===== src/rtl/vga_layer_mixer.sv =====
// Pixel compositor: priority-selects one of NUM_LAYERS RGB888 layers, alpha-blends it with a
// full-screen overlay whose opacity fades per frame, and drives registered, blanked VGA colour.
module vga_layer_mixer #(
    parameter int          NUM_LAYERS = 4,
    parameter int          ALPHA_W    = 4,
    parameter int          FADE_STEP  = 1,
    parameter int          H_ACTIVE   = 640,
    parameter int          V_ACTIVE   = 480,
    parameter logic [23:0] BG_COLOR   = 24'h000000,
    parameter bit          VS_ACT_LOW = 1'b1
) (
    input  logic                    clk,
    input  logic                    rst_n,
    input  logic [9:0]              h_count,
    input  logic [9:0]              v_count,
    input  logic                    vsync,
    input  logic [24*NUM_LAYERS-1:0] layer_rgb,
    input  logic [NUM_LAYERS-1:0]   layer_en,
    input  logic                    overlay_sel,
    input  logic [23:0]             overlay_rgb,
    output logic [7:0]              vga_r,
    output logic [7:0]              vga_g,
    output logic [7:0]              vga_b,
    output logic                    fading,
    output logic                    overlay_full
);

    localparam int             AW       = ALPHA_W + 1;
    localparam int             PW       = 8 + ALPHA_W + 1;
    localparam logic [AW-1:0]  A_MAX    = AW'(2 ** ALPHA_W);
    localparam logic           VS_INACT = VS_ACT_LOW ? 1'b1 : 1'b0;

    typedef enum logic [1:0] {ST_BASE, ST_FADE_IN, ST_SHOW, ST_FADE_OUT} state_t;

    // Truncating per-channel blend; alpha=0 yields b, alpha=A_MAX yields o exactly.
    function automatic logic [7:0] blend_ch(input logic [7:0] b, input logic [7:0] o,
                                            input logic [AW-1:0] a);
        logic [PW-1:0] p;
        p = PW'(b) * PW'(A_MAX - a) + PW'(o) * PW'(a);
        return 8'(p >> ALPHA_W);
    endfunction

    state_t        state_q, state_d;
    logic [AW-1:0] alpha_q, alpha_d, alpha_up_s, alpha_dn_s;
    logic [31:0]   up_sum_s;
    logic          vsync_q, vsync_d, armed_q, armed_d, tick_s;
    logic          fading_q, fading_d, full_q, full_d;
    logic [23:0]   base_q, base_d, ov_q, ov_d;
    logic          act_q, act_d;
    logic [7:0]    r_q, r_d, g_q, g_d, b_q, b_d;

    // Frame tick on the vsync edge into its active level; armed_q suppresses a tick at reset release.
    always_comb begin
        vsync_d = vsync;
        armed_d = 1'b1;
        tick_s  = armed_q && (vsync_q == VS_INACT) && (vsync != VS_INACT);
    end

    // Saturating alpha steps; FADE_STEP may exceed the full range.
    always_comb begin
        up_sum_s   = 32'(alpha_q) + 32'(FADE_STEP);
        alpha_up_s = (up_sum_s >= 32'(A_MAX)) ? A_MAX : AW'(up_sum_s);
        if (32'(alpha_q) <= 32'(FADE_STEP)) begin
            alpha_dn_s = {AW{1'b0}};
        end else begin
            alpha_dn_s = AW'(32'(alpha_q) - 32'(FADE_STEP));
        end
    end

    // Fade FSM: resolve overlay_sel first, then let a tick step alpha in the new direction.
    always_comb begin
        state_d = state_q;
        alpha_d = alpha_q;
        case (state_q)
            ST_BASE:     state_d = overlay_sel ? ST_FADE_IN : ST_BASE;
            ST_FADE_IN:  state_d = overlay_sel ? ST_FADE_IN : ST_FADE_OUT;
            ST_SHOW:     state_d = overlay_sel ? ST_SHOW : ST_FADE_OUT;
            ST_FADE_OUT: state_d = overlay_sel ? ST_FADE_IN : ST_FADE_OUT;
            default:     state_d = ST_BASE;
        endcase
        if (tick_s && (state_d == ST_FADE_IN)) begin
            alpha_d = alpha_up_s;
            state_d = (alpha_up_s == A_MAX) ? ST_SHOW : ST_FADE_IN;
        end else if (tick_s && (state_d == ST_FADE_OUT)) begin
            alpha_d = alpha_dn_s;
            state_d = (alpha_dn_s == {AW{1'b0}}) ? ST_BASE : ST_FADE_OUT;
        end else begin
            alpha_d = alpha_q;
        end
        fading_d = (state_d == ST_FADE_IN) || (state_d == ST_FADE_OUT);
        full_d   = (state_d == ST_SHOW);
    end

    // Stage 1: lowest enabled index wins, so scan from the top down and let later hits override.
    always_comb begin
        base_d = BG_COLOR;
        for (int i = NUM_LAYERS - 1; i >= 0; i--) begin
            if (layer_en[i]) begin
                base_d = layer_rgb[24*i +: 24];
            end else begin
                base_d = base_d;
            end
        end
        ov_d  = overlay_rgb;
        act_d = ({22'd0, h_count} < 32'(H_ACTIVE)) && ({22'd0, v_count} < 32'(V_ACTIVE));
    end

    // Stage 2: blend with the frame-constant alpha and blank outside the visible area.
    always_comb begin
        if (act_q) begin
            r_d = blend_ch(base_q[23:16], ov_q[23:16], alpha_q);
            g_d = blend_ch(base_q[15:8],  ov_q[15:8],  alpha_q);
            b_d = blend_ch(base_q[7:0],   ov_q[7:0],   alpha_q);
        end else begin
            r_d = 8'd0;
            g_d = 8'd0;
            b_d = 8'd0;
        end
    end

    // State, alpha, pipeline and output registers.
    always_ff @(posedge clk or negedge rst_n) begin
        if (!rst_n) begin
            state_q  <= ST_BASE;
            alpha_q  <= {AW{1'b0}};
            vsync_q  <= VS_INACT;
            armed_q  <= 1'b0;
            fading_q <= 1'b0;
            full_q   <= 1'b0;
            base_q   <= 24'd0;
            ov_q     <= 24'd0;
            act_q    <= 1'b0;
            r_q      <= 8'd0;
            g_q      <= 8'd0;
            b_q      <= 8'd0;
        end else begin
            state_q  <= state_d;
            alpha_q  <= alpha_d;
            vsync_q  <= vsync_d;
            armed_q  <= armed_d;
            fading_q <= fading_d;
            full_q   <= full_d;
            base_q   <= base_d;
            ov_q     <= ov_d;
            act_q    <= act_d;
            r_q      <= r_d;
            g_q      <= g_d;
            b_q      <= b_d;
        end
    end

    assign vga_r        = r_q;
    assign vga_g        = g_q;
    assign vga_b        = b_q;
    assign fading       = fading_q;
    assign overlay_full = full_q;

endmodule


===== config.mk =====
export PLATFORM = sky130hd
export DESIGN_NAME = vga_layer_mixer
export DESIGN_NICKNAME = d
export VERILOG_FILES = /design/src/rtl/vga_layer_mixer.sv
export SDC_FILE = /design/constraint.sdc
export NUM_CORES = 1
export LEC_CHECK = 0
export BUFFER_PORTS_ARGS = -buffer_cell sky130_fd_sc_hd__buf_4
export CORE_ASPECT_RATIO = 0.8
export CORE_UTILIZATION = 45
export DETAILED_ROUTE_END_ITERATION = 8
export PLACE_DENSITY = 0.62
export SETUP_SLACK_MARGIN = 0.4
export SLEW_MARGIN = 20
export SYNTH_ARGS = -nofsm -noshare
export SYNTH_HDL_FRONTEND = slang
export SYNTH_SLANG_ARGS = --single-unit
export TNS_END_PERCENT = 10

===== constraint.sdc =====
create_clock -name clk -period 10.44 [get_ports clk]
set_input_delay 1.044 -clock clk [delete_from_list [all_inputs] [get_ports clk]]
set_output_delay 1.044 -clock clk [all_outputs]
set_load 0.1 [all_outputs]

==> results.md <==
Yosys:
- The flip-flop and latch count after synthesis is 83.
- The Yosys step of the flow raised 0 warnings.
- The cell count after synthesis is 1287.
- For this run, asynchronously set or reset flops after synthesis account for 100%.
- The share of synthesized area occupied by flip-flops and latches is 17.6%.
- The biggest area contributor in the post-synthesis netlist is sky130_fd_sc_hd__fa_1.
- By area the synthesized netlist is led by sky130_fd_sc_hd__fa_1, sky130_fd_sc_hd__dfrtp_1, sky130_fd_sc_hd__ha_1, sky130_fd_sc_hd__and2_1, sky130_fd_sc_hd__inv_1.
- The number of nets in the synthesized netlist is 1729.
- The number of synthesized flops with an enable pin is 0.
- The synthesized netlist occupies a cell area of 11800 µm².
- Each instance of the synthesized netlist takes up on average 9.18 µm².
- Among all flip-flop cells after synthesis, the most frequent one is sky130_fd_sc_hd__dfrtp_1.
- The number of library cell types mapped by synthesis is 53.
- The fraction of synthesized cell area taken by the top area cell type is 31.5%.

Floorplanning:
- The vertical die dimension is 147 µm.
- The die covers 26900 µm².
- 174 I/O pins were placed.
- The placeable core region is 25600 µm².
- The die width is 183 µm.
- The initial cell density of the core is 46.2%.
- The number of core rows is 52.

Global routing:
- The number of global-route vias before repair is 9049.
- For this run the aggregate overflow at the end of global routing stands at 0.
- For this run, the total global-route usage over all layers was measured as 21.6%.
- Entering global routing, the biggest net connects 55 pins.
- The number of antenna violations at the first check in global routing is 0.
- The first global-routing pass estimated 45500 µm of wire.

Route:
- The first routing iteration left 453 violations.
- After detailed routing, the number of vias per cell comes to 4.87.
- The routed length per placed instance is 15.2 µm.
- For this run, design rule violations remaining after detail routing come to 0.
- The count of antenna-violating nets left after detailed routing is 0.
- Summing over every cut layer, the via total after detailed routing is 8653.
- The sum of routed wire length over all layers is 27100 µm.
- Before antenna repair, the detailed router went through 5 iterations.

CTS:
- The clock sink count is 83.
- The TritonCTS clock tree is yes.
- The number of clock buffers inserted by TritonCTS is 9.
- CTS built an H-tree with a depth of 3.
- After clock tree synthesis, the repair step resized 0 gates.
- In this run the post-CTS setup repair buffer count came out at 0.
- The buffer depth of the longest clock path is 2.
- After clock tree synthesis, the flow added hold-fix buffers numbering 0.
- In this run the clock root is driven by a sky130_fd_sc_hd__clkbuf_16.
- The clock latency on the worst-skew pair is 0.36 ns.
- The clock-pin transition on the worst setup and hold timing paths is 0.07 ns.

Timing:
- The period utilization is 68.0%.
- Measured against its own limit, the worst slew margin works out to 36.5%.
- Setup repair after global routing left no endpoint under its margin.
- The setup TNS is 0 ns.
- Based on the critical path, the design can be clocked at up to 0.141 GHz.
- The max-slew violation count was 0.
- The smallest clock period supported by the final layout is computed as 7.10 ns.
- The transition time of the tightest slew-check pin is 0.952 ns.
- Setup violations remaining at the end of the flow were counted as 0.
- On the final layout, the worst clock skew is 0.0122 ns.
- The final hold violation count is 0.

Critical path:
- The critical path runs through a total of 21 cells.
- STA classifies the critical path startpoint as a flop.
- The worst register-to-register path has a depth of 21.
- For flop-to-flop paths, the worst setup slack is 3.34 ns.
- The maximum net fanout on the critical path is 32.
- Traced cell by cell, the critical path runs through buf_4, nor3_1, xnor2_1, buf_4, and2_1, fa_1, inv_1, fa_1, inv_1, fa_1, fa_1, inv_1, fa_1, inv_1, ha_1, nand4_1, a2bb2oi_1, nand3_1, a41oi_1, xnor2_1, and2_1.
- The cell class contributing the biggest share of worst-path delay is adder cells.
- By instance count, the cell type seen most on the critical path is sky130_fd_sc_hd__fa_1.
- STA puts the critical path data arrival time at 7.39 ns.
- The number of buffers and inverters on the critical path is 6.
- The type of the setup path with the least slack is flop to flop.
- The critical path launch point is alpha_q[0].
- In this design, the stage delay of the slowest critical-path cell is 0.97 ns.
- For the worst setup path, the data required time is 10.73 ns.
- The worst setup path is captured at a flop.
- The destination of the worst register-to-register timing path is vga_r[7].
- The slowest stage of the critical path is the sky130_fd_sc_hd__dfrtp_1 cell.
- The startpoint of the worst register-to-register path is alpha_q[0].

Final layout:
- From synthesis to final layout, the design area changed by 15.8%.
- The proportion of layout cells with a drive suffix above 1 is 13.6%.
- The repair_antennas step left the layout with diodes totalling 0.
- The count of nets after finishing is 1862.
- Measured on the finished design, the core utilization comes to 53.5%.

Place:
- The placed wire-length estimate is 22200 µm.
- The routability congestion estimate from global placement is 0.861.
- The number of input and output port buffers inserted is 161.

Job:
- Across the run, the number of max-cap violations was 0.

Status:
- The run finished with clean final reports.

Worst hold path:
- The type of the tightest min-delay check is primary input to asynchronous set/reset pin.
==> synth_stat cells, drive strengths merged (4+ instances only) <==
library cell  number
clkbuf            48
fa               186
and2             165
o21ai             35
dfrtp             82
a21oi             38
a22oi             24
a21o               7
nand4              6
o21a               9
nand2            127
nand2b             4
nor3              17
inv              263
xnor3              5
a21boi             4
xnor2             37
xor2              13
nor2              63
a31oi              6
ha               108
==> state kept, by name, indices dropped and copies added (netlist names) <==
register      count
base_q           24
vga_r             8
vsync_q           1
vga_b             8
armed_q           1
vga_g             8
act_q             1
state_q           2
alpha_q           5
overlay_full      1
ov_q             24
==> how the worst max path moves through the flow <==
stage | endpoint | slack (ns)
final | vga_r[7] | 3.34
after global routing | vga_r[7] | 2.88
after CTS | vga_r[7] | 3.32
after detailed placement | vga_r[7] | 3.35
after global placement | vga_r[7] | 3.44
after floorplan | vga_g[7] | 4.38
==> per-stage QoR <==
stage / setup WS, ns / hold slack [ns] / area, µm² / instances
2_1_floorplan: 4.38 / 0.517 / 11800 / 1287
3_3_place_gp: 3.44 / 0.599 / 13400 / 1760
3_5_place_dp: 3.35 / 0.605 / 13400 / 1760
4_1_cts: 3.32 / 0.624 / 13700 / 1776
5_1_grt: 2.88 / 0.655 / 13700 / 1776
6_report: 3.34 / 0.607 / 13700 / 1776
==> metal layers <==
metal	up-vias	track usage (%)	part of all wire, %
met2	259	34.4	45
met4	0	4.17	1.3
met3	23	3.10	6.0
li1	4193	-	-
met1	4178	31.6	48
met5	-	0	0
==> kinds of logic after synthesis <==
family,count (synthesis),synth area share [%]
and+or+nand+nor,396,16.8
buffers and inverters,314,10.0
adders and majority gates,294,42.9
AOI/OAI and AO/OA,143,7.84
DFF,83,17.6
xor gates and xnor gates,55,4.66
other,1,0.0317
muxes,1,0.0847
==> cell usage in the layout, fill, tap and decap left out, types with 2 or more instances in the layout <==
cell	netlist	routed
sky130_fd_sc_hd__nor2b_1	2	2
sky130_fd_sc_hd__inv_6	0	3
sky130_fd_sc_hd__xnor3_1	5	5
sky130_fd_sc_hd__a21oi_1	38	38
sky130_fd_sc_hd__a211oi_1	3	3
sky130_fd_sc_hd__nor2_1	62	62
sky130_fd_sc_hd__a21o_1	7	7
sky130_fd_sc_hd__nor3_1	17	17
sky130_fd_sc_hd__nand3_1	3	3
sky130_fd_sc_hd__fa_1	186	186
sky130_fd_sc_hd__dfrtp_1	82	82
sky130_fd_sc_hd__o21ai_0	35	35
sky130_fd_sc_hd__a31oi_1	6	6
sky130_fd_sc_hd__bufinv_16	0	2
sky130_fd_sc_hd__nand2_1	127	127
sky130_fd_sc_hd__ha_1	108	108
sky130_fd_sc_hd__nand4_1	6	6
sky130_fd_sc_hd__buf_4	0	172
sky130_fd_sc_hd__nor3b_1	3	3
sky130_fd_sc_hd__xor2_1	13	13
sky130_fd_sc_hd__a31o_2	2	2
sky130_fd_sc_hd__inv_1	263	263
sky130_fd_sc_hd__a22oi_1	24	24
sky130_fd_sc_hd__o32a_1	2	2
sky130_fd_sc_hd__a21boi_0	4	4
sky130_fd_sc_hd__o21a_1	9	9
sky130_fd_sc_hd__nand2b_1	4	4
sky130_fd_sc_hd__and2_1	165	165
sky130_fd_sc_hd__xnor2_1	37	37
sky130_fd_sc_hd__clkbuf_16	0	9
==> worst reg2reg max path: stages (launching register included) <==
cell and delay, ns:
sky130_fd_sc_hd__dfrtp_1 0.97, sky130_fd_sc_hd__buf_4 0.46, sky130_fd_sc_hd__nor3_1 0.12, sky130_fd_sc_hd__xnor2_1 0.70
sky130_fd_sc_hd__buf_4 0.37, sky130_fd_sc_hd__and2_1 0.19, sky130_fd_sc_hd__fa_1 0.42, sky130_fd_sc_hd__inv_1 0.09
sky130_fd_sc_hd__fa_1 0.41, sky130_fd_sc_hd__inv_1 0.08, sky130_fd_sc_hd__fa_1 0.44, sky130_fd_sc_hd__fa_1 0.54
sky130_fd_sc_hd__inv_1 0.05, sky130_fd_sc_hd__fa_1 0.48, sky130_fd_sc_hd__inv_1 0.04, sky130_fd_sc_hd__ha_1 0.32
sky130_fd_sc_hd__nand4_1 0.10, sky130_fd_sc_hd__a2bb2oi_1 0.36, sky130_fd_sc_hd__nand3_1 0.22, sky130_fd_sc_hd__a41oi_1 0.28
sky130_fd_sc_hd__xnor2_1 0.23, sky130_fd_sc_hd__and2_1 0.18
==> area by class of cell <==
cell class                      count  area (µm²)
Clock inverter                      7         105
Clock buffer                        9         225
Fill cell                        2389       11900
Sequential cell                    83        2080
Inverter                          264         991
Timing Repair Buffer              172        1290
Tap cell                          351         439
Multi-Input combinational cell    890        8550
Power is left out: the tool's default activity adds up to more than one toggle a clock period on the data nets, which glitch-free logic cannot reach.
